**src/rtl/energy_meter_ctrl.sv**
```systemverilog
// Energy meter sequencing and protection controller: samples V x I on a tick,
// accumulates saturating energy, trips the load relay on sustained overload.
module energy_meter_ctrl #(
  parameter int unsigned SAMPLE_DIV = 100,
  parameter int unsigned TRIP_COUNT = 3,
  parameter int unsigned HOLDOFF    = 1000,
  parameter int unsigned MAX_TRIPS  = 3
) (
  input  logic        clk,
  input  logic        reset,
  input  logic        enable,
  input  logic [7:0]  voltage,
  input  logic [7:0]  current,
  input  logic [15:0] threshold,
  input  logic        clear_lockout,
  output logic [15:0] power,
  output logic [31:0] energy,
  output logic        sample_valid,
  output logic        over_load,
  output logic        relay_on,
  output logic        protection,
  output logic        lockout,
  output logic [7:0]  trip_count
);

  localparam int unsigned TickW = $clog2(SAMPLE_DIV);
  localparam int unsigned HoldW = (HOLDOFF > 1) ? $clog2(HOLDOFF) : 1;
  localparam int unsigned OverW = $clog2(TRIP_COUNT + 1);

  typedef enum logic [1:0] {StIdle, StRun, StTrip, StLockout} state_e;

  state_e           state_q, state_d;
  logic [TickW-1:0] tick_q;
  logic [HoldW-1:0] hold_q;
  logic [OverW-1:0] over_cnt_q;
  logic [OverW-1:0] over_cnt_inc;
  logic [31:0]      energy_q;
  logic [31:0]      energy_sat;
  logic [32:0]      energy_sum;
  logic [15:0]      product;
  logic [7:0]       trip_cnt_inc;
  logic             sample_hit;
  logic             is_over;
  logic             trip_hit;
  logic             trip_locks;

  assign energy = energy_q;

  always_comb begin
    product      = {8'd0, voltage} * {8'd0, current};
    energy_sum   = {1'b0, energy_q} + {17'd0, product};
    energy_sat   = energy_sum[32] ? 32'hFFFF_FFFF : energy_sum[31:0];
    sample_hit   = (state_q == StRun) && (tick_q == TickW'(SAMPLE_DIV - 1));
    is_over      = product > threshold;
    over_cnt_inc = over_cnt_q + OverW'(1);
    trip_hit     = sample_hit && is_over && (over_cnt_inc == OverW'(TRIP_COUNT));
    trip_cnt_inc = (trip_count == 8'hFF) ? 8'hFF : trip_count + 8'd1;
    trip_locks   = 32'(trip_cnt_inc) >= MAX_TRIPS;
  end

  always_comb begin
    state_d = state_q;
    unique case (state_q)
      StIdle: begin
        if (enable) state_d = StRun;
      end
      StRun: begin
        // Dropping enable wins over a simultaneous trip.
        if (!enable)       state_d = StIdle;
        else if (trip_hit) state_d = trip_locks ? StLockout : StTrip;
      end
      StTrip: begin
        if (!enable)                              state_d = StIdle;
        else if (hold_q == HoldW'(HOLDOFF - 1))   state_d = StRun;
      end
      StLockout: begin
        if (clear_lockout) state_d = StIdle;
      end
      default: state_d = StIdle;
    endcase
  end

  always_ff @(posedge clk or posedge reset) begin
    if (reset) begin
      state_q      <= StIdle;
      tick_q       <= '0;
      hold_q       <= '0;
      over_cnt_q   <= '0;
      energy_q     <= '0;
      power        <= '0;
      sample_valid <= 1'b0;
      over_load    <= 1'b0;
      relay_on     <= 1'b0;
      protection   <= 1'b0;
      lockout      <= 1'b0;
      trip_count   <= '0;
    end else begin
      state_q      <= state_d;
      relay_on     <= (state_d == StRun);
      protection   <= (state_d == StTrip) || (state_d == StLockout);
      lockout      <= (state_d == StLockout);
      sample_valid <= sample_hit;

      // A sample due on the cycle enable drops is still taken.
      if (sample_hit) begin
        power     <= product;
        energy_q  <= energy_sat;
        over_load <= is_over;
      end

      if (state_q == StRun && state_d == StRun) begin
        tick_q <= sample_hit ? '0 : tick_q + TickW'(1);
      end else begin
        tick_q <= '0;
      end

      if (state_q == StTrip && state_d == StTrip) begin
        hold_q <= hold_q + HoldW'(1);
      end else begin
        hold_q <= '0;
      end

      if (state_q != StRun || state_d != StRun) begin
        over_cnt_q <= '0;
      end else if (sample_hit) begin
        over_cnt_q <= is_over ? over_cnt_inc : '0;
      end

      if (state_d == StIdle) begin
        trip_count <= '0;
      end else if (trip_hit) begin
        trip_count <= trip_cnt_inc;
      end
    end
  end

endmodule

```
**config.mk**
```make
export PLATFORM = sky130hd
export DESIGN_NAME = energy_meter_ctrl
export DESIGN_NICKNAME = d
export VERILOG_FILES = /design/src/rtl/energy_meter_ctrl.sv
export SDC_FILE = /design/constraint.sdc
export NUM_CORES = 1
export LEC_CHECK = 0
export BUFFER_PORTS_ARGS = -buffer_cell sky130_fd_sc_hd__buf_4
export CAP_MARGIN = 20
export CORE_MARGIN = 1.5
export CORE_UTILIZATION = 60
export CTS_BUF_LIST = sky130_fd_sc_hd__clkbuf_16
export DETAILED_ROUTE_END_ITERATION = 12
export PLACE_DENSITY_LB_ADDON = 0.3
export SLEW_MARGIN = 5
export SYNTH_ARGS = -nofsm -noshare
export SYNTH_HDL_FRONTEND = slang
export SYNTH_SLANG_ARGS = --single-unit
```
**constraint.sdc**
```tcl
create_clock -name clk -period 4.1 [get_ports clk]
set_input_delay 0.41 -clock clk [delete_from_list [all_inputs] [get_ports clk]]
set_output_delay 0.41 -clock clk [all_outputs]
set_load 0.02 [all_outputs]
```
Yosys cells after proc, flatten, opt, wreduce, memory -nomap -nowiden
Index checks and enable logic that the tools add are counted.
{"block": "totals", "ff_bits": 82, "input_bits": 36, "output_inout_bits": 61, "word_cells": 61}
{"block": "classes", "addsub": 5, "n_mul": 1, "n_lt_le_gt_ge": 2, "eq_ne": 12, "mux": 18, "reduce_logical": 11}
{"op": "adder 32 x 16 -> 33 bit", "n": 1}
{"op": "2-to-1 mux 32 bit", "n": 1}
{"op": "2-to-1 mux 8 bit", "n": 3}
{"op": "2-to-1 mux 2 bit", "n": 9}
{"op": "greater-than comparator 16 bit", "n": 1}
{"op": "multiplier 8 x 8 -> 16 bit", "n": 1}
{"op": "2-to-1 mux 7 bit", "n": 2}
{"op": "adder 10 x 1 -> 10 bit, second input constant", "n": 1}
{"op": "equality test 10 bit, second input constant", "n": 1}
{"op": "equality test 2 bit, second input constant", "n": 5}
{"op": "2-to-1 mux 10 bit", "n": 1}
{"op": "adder 8 x 1 -> 8 bit, second input constant", "n": 1}
{"op": "equality test 8 bit, second input constant", "n": 1}
{"op": "greater-or-equal comparator 8 x 2 -> 1 bit, second input constant", "n": 1}
{"op": "case mux 2 bit (4 select lines)", "n": 1}
{"op": "adder 7 x 1 -> 7 bit, second input constant", "n": 1}
{"op": "equality test 7 bit, second input constant", "n": 1}
{"op": "logical AND 1 bit", "n": 5}
{"op": "equality test 2 x 1 -> 1 bit, second input constant", "n": 2}
{"op": "zero test 2 bit", "n": 2}
{"op": "inequality test 2 x 1 -> 1 bit, second input constant", "n": 2}
{"op": "nonzero test 2 bit", "n": 2}
{"op": "adder 2 x 1 -> 2 bit, second input constant", "n": 1}
{"op": "logical OR 1 bit", "n": 2}
{"op": "2-to-1 mux 1 bit", "n": 1}

Depth between registers and ports, before layout
{"block": "depth", "word_depth": 10, "mapped_depth": 25, "depth_no_buf": 24}

Worst setup path before layout
Ideal clock, no wire load.
{"block": "synth_timing", "path_kind": "in2reg", "start": "input current[7]", "end": "register trip_count[2]", "setup_ps": 99, "arrival_ps": 5786, "t_required_ps": 4001, "path_slack_ps": -1786, "stages": 23, "path_buffers": 1, "cell_sequence": "nand2_1 -> fa_1 -> fa_1 -> inv_1 -> fa_1 -> inv_1 -> fa_1 -> inv_1 -> ha_1 -> o21ai_0 -> nor2_1 -> o41ai_1 -> o21ai_0 -> o41ai_1 -> xnor2_1 -> ha_1 -> nand4_1 -> or3_1 -> a21o_1 -> a31oi_1 -> buf_2 -> a21oi_1 -> a311oi_1"}
{"block": "synth_via", "elab_chain_cells": 9, "word_cells_on_any_way": 10, "cone_classes": "mul (1); order compare (1); mux (4); reduce/logical (4)"}
{"element": "from (decl)", "line_no": "13", "text": "input logic [7:0] current,"}
{"element": "multiplier 8 x 8 -> 16 bit (*)", "line_no": "50", "text": "product = {8'd0, voltage} * {8'd0, current};"}
{"element": "via product[15]", "line_no": "40", "text": "logic [15:0] product;"}
{"element": "greater-than comparator 16 bit (*)", "line_no": "54", "text": "is_over = product > threshold;"}
{"element": "logical AND 1 bit (*) (2 in series)", "line_no": "56", "text": "trip_hit = sample_hit && is_over && (over_cnt_inc == OverW'(TRIP_COUNT));"}
{"element": "2-to-1 mux 2 bit", "line_no": "70", "text": "else if (trip_hit) state_d = trip_locks ? StLockout : StTrip;"}
{"element": "2-to-1 mux 2 bit", "line_no": "69", "text": "if (!enable) state_d = StIdle;"}
{"element": "case mux 2 bit (4 select lines)", "line_no": "63", "text": "unique case (state_q)"}
{"element": "zero test 2 bit", "line_no": "129", "text": "if (state_d == StIdle) begin"}
{"element": "2-to-1 mux 8 bit or nonzero test 2 bit (tied branches)"}
{"element": "to (signal assigned)", "line_no": "132", "text": "trip_count <= trip_cnt_inc;"}
{"element": "to (decl)", "line_no": "23", "text": "output logic [7:0] trip_count"}
Mark *: on every way through the listed nets, which the timed path passes. The rest lies on a longest branch.
A chain may end at the register's enable or synchronous reset.

Worst setup path in the final report
{"block": "layout_timing", "start": "input current[2]", "end": "register trip_count[5]"}
{"block": "layout_via", "elab_chain_cells": 9, "word_cells_on_any_way": 10, "cone_classes": "mul (1); order compare (1); mux (4); reduce/logical (4)"}
{"element": "multiplier 8 x 8 -> 16 bit (*)", "line_no": "50"}
{"element": "via product[15]", "line_no": "40"}
{"element": "greater-than comparator 16 bit (*)", "line_no": "54"}
{"element": "logical AND 1 bit (*) (2 in series)", "line_no": "56"}
{"element": "2-to-1 mux 2 bit (*)", "line_no": "70"}
{"element": "2-to-1 mux 2 bit (*)", "line_no": "69"}
{"element": "case mux 2 bit (4 select lines) (*)", "line_no": "63"}
{"element": "via state_d[1]", "line_no": "32", "text": "state_e state_q, state_d;"}
{"element": "zero test 2 bit (*)", "line_no": "129"}
{"element": "2-to-1 mux 8 bit or nonzero test 2 bit (tied branches)"}
Marks and branches as above.

==> metrics.txt <==
worst hold margin=0.191 ns; final cycle utilization of the critical path=143%; Final min period=5.88 ns; maximum clock frequency=0.170 GHz; area grow syn2layout=43.7%; Critical Path RT=4.36 ns; Final Hold Viols=0; CTS tree=yes; WL final=23400 um; Post-synth EDFFs=0; first-pass GRT wire length=34600 um; PortBufs=96; Chip Width=111 um; DRT iter0 DRCs=670; Starting Density=61.1%; failing checks=setup timing; via count=7030; total chip power=6780 uW; Hold Crit Class=input port to asynchronous set/reset pin; GRT Util Overall=35.1%; Max Slew Vio Count=0; clk slew on worst S/H paths=0.07 ns; placed inst area=8820 um^2; Buf/Inv on CP=4; vias in the first global route=7324; prevailing post-synth register cell=dfrtp_1; diodes inserted=0; crit path kind=input port to flop; Yosys reg bits=82; Comb pwr share=74.4%; synth unique cells=63; Sw Pwr=2920 uW; clk sink count=82; startpoint types=input port; Worst Skew=0.00634 ns; Core Rows=39; crit-path max FO=8; Clock Latency Late Sink=0.36 ns; Power Internal=3860 uW; Post-Syn Area per Cell=8.87 um^2; register area=2050 um^2; CP top delay family=adder cells; CP cell instances=buf_6, and2_1, fa_2, fa_1, ha_1, inv_1, fa_1, inv_1, ha_4, a211oi_2, nor2_4, o41ai_4, o21ai_2, o41ai_2, xnor2_1, ha_1, nand4_1, or3_1, a21o_1, a31oi_4, a21o_1, nor3_4, buf_6, a311oi_2; Slew headroom=46.1%; TritonRoute pass-1 iters=5; fin util=87.8%; Max IR drop VDD=0.526 mV; sequential element share of the synthesized area=29.5%; Mapped Cells=783; status=finished with violations; final setup vio count=60; core area=11400 um^2; fillers=545; sequential share of power=12.3%; height of the chip=111 um; Mapped Nets=928; Synth Cell Area=6950 um^2; max-cap violations=0; pin count of the biggest net entering global routing=45; Pleak=0.00499 uW; gpl congestion=0.904; CTS Root Cell=clkbuf_16; post-route ant nets=0; Net Sw Frac=43.1%; vias per inst=6.11; setup ws final=-1.78 ns; Slew @ Worst Pin=0.807 ns; area of the multi-input gates=5260 um^2; RSZ-0062 raised after global routing=true; drt wl/cell=20.3 um; warnings from Yosys=0; CP Capture Type=flop; Crit path arrival time=6.14 ns; GR Overflow Total=0; num ports=97; initial antenna violation count=0; Power Density=679 nW/um^2; FFs w/ async S/R, synth=100%; Die Area=12200 um^2; Bufs on Longest Clock Path=2; H-tree levels=3; Post-Layout Inst Area=9980 um^2; HPWL after DPL=14600 um; Clk network pwr share=13.3%; CTS buffer count=9; Crit-path slowest cell=fa_1; drt drc=0; layout cell share with drive strength beyond 1=36.7%; CP max stage delay=0.53 ns; final net count=1148
==> kinds of logic (layout without fill, tap and decap cells) <==
| logic type | after synthesis | after routing | share of synthesized area [%] |
|---|---|---|---|
| AND/OR/NAND/NOR | 316 | 316 | 22.5 |
| multiplexers | 7 | 7 | 1.15 |
| adder cells (fa/ha/maj) | 109 | 109 | 23.6 |
| buffers and inverters | 96 | 321 | 5.31 |
| AO/OA/AOI/OAI | 129 | 129 | 12.3 |
| XOR/XNOR | 44 | 44 | 5.55 |
| flip-flops | 82 | 82 | 29.5 |
==> metrics by stage <==
step	setup TNS, ns	worst slack, ns	std cells
floorplan	-64.23	-1.41	783
global placement	-92.59	-1.86	1107
detailed placement	-101.92	-2.15	1107
CTS	-70.85	-1.48	1137
global route	-93.51	-1.93	1151
finish	-83.42	-1.78	1151
==> synth_stat cells (all sizes together), types with 18 or more instances <==
library cell,instances,share of area [%]
nand2,123,6.7
ha,72,13
nor2,45,2.4
xnor2,29,3.7
nor3,18,1.4
nand3,25,1.9
fa,37,11
and3,20,1.8
a21oi,33,2.4
and2,48,4.3
o21ai,29,2.1
dfrtp,82,30
inv,79,4.3
==> flip-flops by register name (all words and copies together) (netlist names), 2 cells and up <==
name	flops
tick_q	7
over_cnt_q	2
power	16
trip_count	8
state_q	2
energy	32
hold_q	10
==> layout by cell type (no fill, tap or decap), drive strengths merged, types with 3 or more instances in the layout <==
cell,n
a211oi,15
a21o,12
a21oi,33
a311oi,4
and2,48
and3,20
buf,226
clkbuf,9
clkinv,3
dfrtp,82
fa,37
ha,72
inv,80
mux2,5
nand2,123
nand2b,4
nand3,25
nand4,13
nor2,45
nor2b,4
nor3,18
o211ai,8
o21a,3
o21ai,29
o21bai,5
o22ai,3
o41ai,5
or3,4
xnor2,29
xor2,15
==> power groups by stage <==
stage	registers [uW]	clock network (uW)	logic [uW]
floorplan	858	0	2260
global placement	849	0	3680
detailed placement	849	0	3850
CTS	834	888	4190
global route	837	930	5370
finish	836	899	5040
==> timing repair <==
item | in CTS | in global routing
pin swaps | 48 | 29
gates resized for setup | 76 | 54
setup buffers | 13 | 17
cloned | 2 | 0
hold endpoints to repair | 0 | 0
setup endpoints to repair | 58 | 60
hold buffers | 0 | 0
==> worst paths after layout <==
kind,from,endpoint,slack [ns],cells past startpoint
min in group clk,hold_q[0]$_DFF_PP0_,hold_q[0]$_DFF_PP0_,0.47,1
max reg2reg,tick_q[3]$_DFF_PP0_,energy[23]$_DFFE_PP0P_,0.70,9
min reg2reg,hold_q[0]$_DFF_PP0_,hold_q[0]$_DFF_PP0_,0.47,1
max in group asynchronous,reset,energy[0]$_DFFE_PP0P_,2.88,3
min,reset,energy[19]$_DFFE_PP0P_,0.19,2
max,current[2],trip_count[5]$_DFFE_PP0P_,-1.78,24
==> worst reg2reg max path, delay by kind of cell, from the launching register on <==
family	cells	cell delay [ns]
buf+inv	2	0.56
simple gates	5	1.73
compound gates	1	0.38
xor+xnor	1	0.18
flops	1	0.43
==> final cells by class <==
type	instances	share of cell area (%)
tap	143	1.79
timing repair buffer	226	18.8
clock buffer	9	2.26
multi-input combinational	605	52.6
sequential	82	20.6
clock inverter	7	0.940
inverter	79	2.98
==> per-layer routing <==
| metal | routed length [um] | GRT usage, % | up-vias | share of wire, % |
|---|---|---|---|---|
| li1 | - | - | 3106 | - |
| met1 | 8630 | 39.9 | 3451 | 37 |
| met2 | 12300 | 63.1 | 355 | 53 |
| met3 | 1320 | 5.82 | 118 | 5.6 |
| met4 | 1160 | 18.5 | 0 | 5.0 |
| met5 | 0 | 0 | - | 0 |
No activity file was read; power rests on OpenSTA's default activity.
